[config.mk]
export PLATFORM = sky130hd
export DESIGN_NAME = pwm_core_flat
export DESIGN_NICKNAME = d
export VERILOG_FILES = /design/src/rtl/pwm_core_if.sv /design/src/rtl/pwm_core.sv /design/src/flat_wrapper.sv
export SDC_FILE = /design/constraint.sdc
export NUM_CORES = 2
export LEC_CHECK = 0
export CAP_MARGIN = 5
export CORE_ASPECT_RATIO = 2
export CORE_MARGIN = 1
export CORE_UTILIZATION = 30
export DETAILED_ROUTE_END_ITERATION = 16
export PLACE_DENSITY = 0.44
export SYNTH_ARGS = -nofsm -noshare
export SYNTH_HDL_FRONTEND = slang
export SYNTH_SLANG_ARGS = --single-unit
[constraint.sdc]
create_clock -name clk -period 11.7 [get_ports clk]
set_clock_uncertainty 0.1 [all_clocks]
set_input_delay 2.34 -clock clk [delete_from_list [all_inputs] [get_ports clk]]
set_output_delay 2.34 -clock clk [all_outputs]
set_load 0.02 [all_outputs]
[src/rtl/pwm_core_if.sv]
// Bus bundle for pwm_core: control handshake plus A/B/C RAM ports.
// PWM_ACC_EN adds the accumulate-mode acc and c_rdata signals.
interface pwm_core_if #(
  parameter int WIDTH = 24
);
  logic             start;
  logic             busy;
  logic             done;
  logic [7:0]       rd_addr;
  logic [WIDTH-1:0] a_rdata;
  logic [WIDTH-1:0] b_rdata;
  logic [7:0]       c_addr;
  logic             c_we;
  logic [WIDTH-1:0] c_wdata;
`ifdef PWM_ACC_EN
  logic             acc;
  logic [WIDTH-1:0] c_rdata;
`endif

  modport master (
    output start,
    output a_rdata,
    output b_rdata,
`ifdef PWM_ACC_EN
    output acc,
    output c_rdata,
`endif
    input  busy,
    input  done,
    input  rd_addr,
    input  c_addr,
    input  c_we,
    input  c_wdata
  );

  modport slave (
    input  start,
    input  a_rdata,
    input  b_rdata,
`ifdef PWM_ACC_EN
    input  acc,
    input  c_rdata,
`endif
    output busy,
    output done,
    output rd_addr,
    output c_addr,
    output c_we,
    output c_wdata
  );
endinterface

[src/rtl/pwm_core.sv]
// Pointwise NTT-domain multiplier C[i]=A[i]*B[i] mod q, Barrett reduced.
// PWM_ACC_EN: adds accumulate mode C[i]=(C_old[i]+A[i]*B[i]) mod q.
module pwm_core #(
  parameter int WIDTH = 24,
  parameter int Q     = 8380417,
  parameter int MU    = 33587228
) (
  input logic       clk,
  input logic       rst_n,
  pwm_core_if.slave bus
);

  localparam logic [1:0] S_IDLE  = 2'd0;
  localparam logic [1:0] S_ISSUE = 2'd1;
  localparam logic [1:0] S_DRAIN = 2'd2;
  localparam logic [1:0] S_DONE  = 2'd3;

`ifdef PWM_ACC_EN
  localparam int LAT = 6;
`else
  localparam int LAT = 5;
`endif
  localparam int NV = LAT - 1;

  localparam logic [25:0] Q1 = 26'(Q);
  localparam logic [25:0] Q2 = 26'(2 * Q);

  logic [1:0]       st_q, st_d;
  logic [8:0]       cnt_q, cnt_d;
  logic             busy_q, busy_d;
  logic             done_q, done_d;
  logic [NV-1:0]    vld_q, vld_d;
  logic [7:0]       adr_q [NV];
  logic [7:0]       adr_d [NV];
  logic [47:0]      x_q, x_d;
  logic [47:0]      x2_q, x2_d;
  logic [25:0]      qh_q, qh_d;
  logic [25:0]      r_q, r_d;
  logic             c_we_q, c_we_d;
  logic [7:0]       c_addr_q, c_addr_d;
  logic [WIDTH-1:0] c_wdata_q, c_wdata_d;

  logic [73:0]      prod;
  logic [47:0]      rfull;
  logic [25:0]      rc;
  logic [WIDTH-1:0] p_d;
  logic [WIDTH-1:0] fin;
  logic [7:0]       rd_addr;
  logic             issue;

`ifdef PWM_ACC_EN
  logic             acc_q, acc_d;
  logic [WIDTH-1:0] p_q;
  logic [WIDTH-1:0] c1_q, c1_d, c2_q, c2_d;
  logic [WIDTH-1:0] c3_q, c3_d, c4_q, c4_d;
  logic [WIDTH:0]   s, sm;
  logic             unused_bits;
  assign unused_bits = ^{rfull[47:26], prod[47:0], rc[25:24], sm[WIDTH]};
`else
  logic             unused_bits;
  assign unused_bits = ^{rfull[47:26], prod[47:0], rc[25:24]};
`endif

  // counter parks at 256 after the pass; the address holds 255 until restart
  assign rd_addr = cnt_q[8] ? 8'hff : cnt_q[7:0];
  assign issue   = (st_q == S_ISSUE);

  always_comb begin
    st_d   = st_q;
    cnt_d  = cnt_q;
    busy_d = busy_q;
    done_d = done_q;
`ifdef PWM_ACC_EN
    acc_d  = acc_q;
`endif
    unique case (1'b1)
      (st_q == S_IDLE): begin
        if (bus.start) begin
          st_d   = S_ISSUE;
          cnt_d  = 9'd0;
          busy_d = 1'b1;
`ifdef PWM_ACC_EN
          acc_d  = bus.acc;
`endif
        end
      end
      (st_q == S_ISSUE): begin
        cnt_d = cnt_q + 9'd1;
        if (cnt_q == 9'd255) st_d = S_DRAIN;
      end
      (st_q == S_DRAIN): begin
        if (c_we_q && c_addr_q == 8'hff) begin
          st_d   = S_DONE;
          done_d = 1'b1;
          busy_d = 1'b0;
        end
      end
      (st_q == S_DONE): begin
        st_d   = S_IDLE;
        done_d = 1'b0;
      end
    endcase
  end

  always_comb begin
    vld_d    = {vld_q[NV-2:0], issue};
    adr_d[0] = rd_addr;
    for (int i = 1; i < NV; i++) adr_d[i] = adr_q[i-1];

    x_d   = {24'd0, bus.a_rdata} * {24'd0, bus.b_rdata};
    x2_d  = x_q;
    prod  = {26'd0, x_q} * 74'(MU);
    qh_d  = prod[73:48];
    rfull = x2_q - ({22'd0, qh_q} * 48'(Q));
    r_d   = rfull[25:0];

    // Barrett leaves r < 3q, so two conditional subtracts finish it
    if (r_q >= Q2)      rc = r_q - Q2;
    else if (r_q >= Q1) rc = r_q - Q1;
    else                rc = r_q;
    p_d = rc[WIDTH-1:0];

`ifdef PWM_ACC_EN
    c1_d = bus.c_rdata;
    c2_d = c1_q;
    c3_d = c2_q;
    c4_d = c3_q;
    s    = {1'b0, p_q} + {1'b0, c4_q};
    sm   = (s >= (WIDTH+1)'(Q)) ? s - (WIDTH+1)'(Q) : s;
    fin  = acc_q ? sm[WIDTH-1:0] : p_q;
`else
    fin  = p_d;
`endif

    c_we_d    = vld_q[NV-1];
    c_addr_d  = c_addr_q;
    c_wdata_d = c_wdata_q;
    if (vld_q[NV-1]) begin
      c_addr_d  = adr_q[NV-1];
      c_wdata_d = fin;
    end
  end

  always_ff @(posedge clk or negedge rst_n) begin
    if (!rst_n) begin
      st_q      <= S_IDLE;
      cnt_q     <= '0;
      busy_q    <= 1'b0;
      done_q    <= 1'b0;
      vld_q     <= '0;
      for (int i = 0; i < NV; i++) adr_q[i] <= '0;
      x_q       <= '0;
      x2_q      <= '0;
      qh_q      <= '0;
      r_q       <= '0;
      c_we_q    <= 1'b0;
      c_addr_q  <= '0;
      c_wdata_q <= '0;
`ifdef PWM_ACC_EN
      acc_q     <= 1'b0;
      p_q       <= '0;
      c1_q      <= '0;
      c2_q      <= '0;
      c3_q      <= '0;
      c4_q      <= '0;
`endif
    end else begin
      st_q      <= st_d;
      cnt_q     <= cnt_d;
      busy_q    <= busy_d;
      done_q    <= done_d;
      vld_q     <= vld_d;
      for (int i = 0; i < NV; i++) adr_q[i] <= adr_d[i];
      x_q       <= x_d;
      x2_q      <= x2_d;
      qh_q      <= qh_d;
      r_q       <= r_d;
      c_we_q    <= c_we_d;
      c_addr_q  <= c_addr_d;
      c_wdata_q <= c_wdata_d;
`ifdef PWM_ACC_EN
      acc_q     <= acc_d;
      p_q       <= p_d;
      c1_q      <= c1_d;
      c2_q      <= c2_d;
      c3_q      <= c3_d;
      c4_q      <= c4_d;
`endif
    end
  end

  assign bus.busy    = busy_q;
  assign bus.done    = done_q;
  assign bus.rd_addr = rd_addr;
  assign bus.c_addr  = c_addr_q;
  assign bus.c_we    = c_we_q;
  assign bus.c_wdata = c_wdata_q;

endmodule
[src/flat_wrapper.sv]
// flat-port wrapper written by rule: the top's interface ports become plain ports
module pwm_core_flat 
#(
  parameter int WIDTH = 24,
  parameter int Q     = 8380417,
  parameter int MU    = 33587228
)
  (clk, rst_n, bus_start, bus_a_rdata, bus_b_rdata, bus_busy, bus_done, bus_rd_addr, bus_c_addr, bus_c_we, bus_c_wdata);
  pwm_core_if #(.WIDTH(WIDTH)) bus_i ();
  input logic clk;
  input logic rst_n;
  input wire logic [$bits(bus_i.start)-1:0] bus_start;
  input wire logic [$bits(bus_i.a_rdata)-1:0] bus_a_rdata;
  input wire logic [$bits(bus_i.b_rdata)-1:0] bus_b_rdata;
  output wire logic [$bits(bus_i.busy)-1:0] bus_busy;
  output wire logic [$bits(bus_i.done)-1:0] bus_done;
  output wire logic [$bits(bus_i.rd_addr)-1:0] bus_rd_addr;
  output wire logic [$bits(bus_i.c_addr)-1:0] bus_c_addr;
  output wire logic [$bits(bus_i.c_we)-1:0] bus_c_we;
  output wire logic [$bits(bus_i.c_wdata)-1:0] bus_c_wdata;
  assign bus_i.start = bus_start;
  assign bus_i.a_rdata = bus_a_rdata;
  assign bus_i.b_rdata = bus_b_rdata;
  assign bus_busy = bus_i.busy;
  assign bus_done = bus_i.done;
  assign bus_rd_addr = bus_i.rd_addr;
  assign bus_c_addr = bus_i.c_addr;
  assign bus_c_we = bus_i.c_we;
  assign bus_c_wdata = bus_i.c_wdata;
  pwm_core #(.WIDTH(WIDTH), .Q(Q), .MU(MU)) u_core (.clk(clk), .rst_n(rst_n), .bus(bus_i));
endmodule
Word level (Yosys, flattened, before mapping)
Index checks and enable logic that the tools add are counted.

Flip-flop bits (word level): 208.

Add/subtract/negate cells: 4. Multipliers: 3. Magnitude comparators: 2. Equality and inequality tests: 8. Multiplexer cells: 14. Reductions and logical operators: 9.

Operator list (count): $mul 48x24->72 const B (1); $mul 24x24->48 (1); $mux 24 (2); $ge 26x23->1 const B (1); $ge 26x24->1 const B (1); $mul 26x23->26 const B (1); $sub 26x26->26 (1); $sub 24x23->24 const B (1); $sub 24x24->24 const B (1); $pmux 9 s2 (1); $add 9x1->9 const B (1); $eq 9x8->1 const B (1); $mux 9 (1); $eq 8x8->1 const B (1); $mux 8 (1); $pmux 2 s4 (1); $mux 2 (3); $ne 2x2->1 const B (3); $reduce_and 3->1 (2); $reduce_bool 2->1 (3); $eq 2x2->1 const B (2); $pmux 1 s2 (2); $reduce_and 2->1 (2); $mux 1 (3); other kinds (3) (3).

Depth between registers and ports, before layout
Depth in word-level cells: 4. Mapped depth: 29.

Least setup slack after synthesis
OpenSTA, ideal clock, no wires.

Kind: input port to flip-flop. Start: input port bus_b_rdata[3]. End: register u_core.x_q[39], in the netlist u_core.x2_d[39]. Library setup time: 80 ps. Arrival time: 8675 ps. Slack: 2846 ps. Stages on the path: 28. Cell sequence: clkbuf_1 > nand2_1 > fa_1 > inv_1 > fa_1 > inv_1 > fa_1 > inv_1 > fa_1 > inv_1 > fa_1 > inv_1 > fa_1 > inv_1 > fa_1 > inv_1 > ha_1 > and3_1 > o21ai_0 > o221ai_1 > or2_1 > clkbuf_1 > a41o_1 > a41o_1 > a21oi_1 > o21bai_1 > a21oi_1 > xnor2_1.

Cells in the longest elaborated chain, start to end: 1.

RTL lines: start: declaration (line flat_wrapper.sv:14) `input wire logic [$bits(bus_i.b_rdata)-1:0] bus_b_rdata;`; $mul 24x24->48 (line pwm_core.sv:110) `x_d = {24'd0, bus.a_rdata} * {24'd0, bus.b_rdata};`; named net u_core.x_d[39] (line pwm_core.sv:35) `logic [47:0] x_q, x_d;`; end signal: assignment (line pwm_core.sv:152) `x_q <= '0;`; end signal: assignment (line pwm_core.sv:174) `x_q <= x_d;`; end: declaration (line pwm_core.sv:35).

The timed path passes the listed nets, and every way through them passes these cells. A chain may end at the register's enable or synchronous reset.

Worst setup path in the final report
Start: input port bus_a_rdata[9]. End: register u_core.x_q[45], in the netlist u_core.x2_d[45].

Cells in the longest elaborated chain, start to end: 1.

RTL lines: start: declaration (line flat_wrapper.sv:13) `input wire logic [$bits(bus_i.a_rdata)-1:0] bus_a_rdata;`; $mul 24x24->48 (line pwm_core.sv:110); named net u_core.x_d[45] (line pwm_core.sv:35).

The timed path passes the listed nets, and every way through them passes these cells.

==> flow_summary.json <==
{
  "drive_gt1_frac": 0.0351,
  "drtPass1Iterations": 5,
  "fin_nets": 5054,
  "worstMarginPinSlew_ns": 1.21,
  "cts_repair_resize_count": 0,
  "cap_violations": 0,
  "antenna_found_initial": 3,
  "portBuffers": 93,
  "drt-total-wl_um": 108000,
  "cp-startpoint": "bus_a_rdata[9]",
  "grt.total_usage": 0.179,
  "synth_seq_cells": 208,
  "endpoint": "u_core.x2_d[45]",
  "cts_setup_buffers": 0,
  "tns_ns": 0,
  "status": "complete, no violations",
  "place_area_um2": 39600,
  "gp_congestion": 0.858,
  "finalSetupViolCount": 0,
  "yosys.area_share.simple": 0.124,
  "initialDrtViolationCount": 895,
  "hpwl_um": 92100,
  "synth.most_common_cell": "inv_1",
  "synth_edf_count": 0,
  "path_max_fanout": 15,
  "avgSynthCellArea_um2": 9.72,
  "num_vias": 25171,
  "ys_top_cells_by_area": "fa_1 (36%), ha_1 (17%), dfrtp_1 (14%)",
  "std_cell_rows": 181,
  "synthAdderAreaFrac": 0.535,
  "drtAntennaViolNets": 0,
  "yosysWarnings": 0,
  "worst_setup_path_end_kind": "flip-flop",
  "postSynthCellCount": 3778,
  "ys_seq_area_frac": 0.142,
  "holdBufCountCts": 0,
  "rsz0062_at_grt": "no",
  "synth_area_um2": 36700,
  "numCtsBuffers": 22,
  "die-area_um2": 124000,
  "yosysUniqueCellTypes": 68,
  "met3_wirelength_um": 1980,
  "gr-total-overflow": 0,
  "post-route-drc-count": 0,
  "die_h_um": 497,
  "maxSlewViolCount": 0,
  "met2_wirelength_um": 65600,
  "cts.clk_slew.worst_paths_ns": 0.06,
  "highest_layer": "met5",
  "cp.arrival_ns": 10.56,
  "path_common_cell": "fa_1",
  "crit_required_ns": 12.06,
  "grt_pass1_wl_um": 168000,
  "synthXorXnorAreaFrac": 0.0331,
  "reg2regPathDepth": 15,
  "ys.flop_type": "dfrtp_1",
  "path_class": "primary input to flip-flop",
  "cts.path.max_buffers": 3,
  "grt_max_degree": 89,
  "hold_path.class": "flip-flop to flip-flop",
  "r2r_start": "u_core.qh_q[0]",
  "r2r_slack_ns": 5.39,
  "wl_per_cell_um": 19.9,
  "r2r-end": "u_core.r_q[25]",
  "syn_nets": 5003,
  "clock_tree.root_cell": "clkbuf_16",
  "yosys.area.top_type": "fa_1",
  "fill_cells": 12641,
  "area_growth_pct": 9.80,
  "yosys.area.top_type_share": 0.360,
  "start_util": 0.302,
  "cts_tree": "yes",
  "netlist_top_cells_count": "inv_1 (832), fa_1 (661), ha_1 (513)",
  "slew_headroom": 0.192,
  "synthMuxAreaShare": 0.00480,
  "pin_count": 94,
  "wl_met1_um": 34800,
  "max_freq_mhz": 98.0,
  "die_x_um": 249,
  "crit_slowest_cell": "clkdlybuf4s50_1",
  "fp.coreArea_um2": 122000,
  "synthArstFlopShare": 1.00,
  "period_needed_ns": 10.20,
  "clkLatencyLatePin_ns": 0.56,
  "synth_compound_area_frac": 0.0621,
  "via_per_inst": 4.66,
  "final_area_um2": 40300,
  "synth_top_family_by_area": "adder cells",
  "first_global_vias": 29255,
  "hold_violations": 0,
  "cp-start-kind": "primary input",
  "htreeDepth": 1,
  "cpPeakStageDelay_ns": 1.14,
  "period_share": 0.872,
  "numClockSinks": 208
}
## routing by layer
metal | vias up | global-route usage
met1 | 12878 | 0.163
met2 | 414 | 0.389
met5 | - | 0
met4 | 4 | 0.0785
met3 | 181 | 0.00895
li1 | 11694 | -
## registers in the layout, summed over array words and instances, names as in the netlist, 8 cells and up
name,cells
u_core.adr_d,24
u_core.qh_q,26
u_core.r_q,26
u_core.x2_q,26
u_core.bus.c_addr,8
u_core.bus.c_wdata,24
u_core.x2_d,48
u_core.adr_q,8
u_core.cnt_q,9
## worst min path at each step
stage | to | from | slack, ns | cells after the start
floorplan | u_core.adr_d[0] | u_core.adr_d[8] | 0.23 | 0
global placement | u_core.vld_q[2] | u_core.vld_q[1] | 0.23 | 0
detailed placement | u_core.vld_q[3] | u_core.vld_q[2] | 0.23 | 0
CTS | u_core.vld_q[1] | u_core.vld_q[0] | 0.25 | 0
global route | u_core.vld_q[1] | u_core.vld_q[0] | 0.25 | 0
finish | u_core.adr_d[4] | u_core.adr_d[12] | 0.25 | 0
## logic make-up after synthesis
kind of cell    Yosys count
fa+ha+maj              1174
buf+inv                 959
simple gates            924
compound gates          358
flops                   208
xor+xnor                139
mux                      16
## critical path: cells and delay by family
kind | cells | cell delay [ns]
buffers and inverters | 7 | 1.69
adders and majority gates | 8 | 3.71
AOI/OAI and AO/OA | 7 | 2.09
and+or+nand+nor | 3 | 0.71
## through the flow
step / utilization / setup slack (ns) / std cells / hold WS, ns
after floorplan: - / 2.85 / 3778 / 0.231
after global placement: 0.325 / 1.06 / 5360 / 0.232
after detailed placement: 0.325 / 0.917 / 5360 / 0.235
after CTS: 0.332 / 1.53 / 5399 / 0.249
after global routing: 0.332 / 1.24 / 5400 / 0.247
final: 0.332 / 1.50 / 5400 / 0.246
## cell usage in the layout, fill, tap and decap left out, types with 88 or more instances in the layout
master,n
inv_1,832
fa_1,661
ha_1,513
nand2_1,377
and2_1,284
dfrtp_1,207
a21oi_1,132
xnor2_1,97
clkdlybuf4s50_1,92
nor2_1,88
## cell type report
class / instances / area [um^2] / share of cell area
antenna: 1 / 2.50 / 0.0000620
clock buffer: 27 / 609 / 0.0151
clock inverter: 12 / 158 / 0.00391
inverter: 833 / 3130 / 0.0775
multi-input combinational: 2611 / 27900 / 0.692
sequential: 208 / 5210 / 0.129
tap: 1555 / 1950 / 0.0482
timing repair buffer: 153 / 1390 / 0.0344
Power is not shown: default switching activity piles up to over one toggle a cycle in this logic, so the estimate is an artifact.
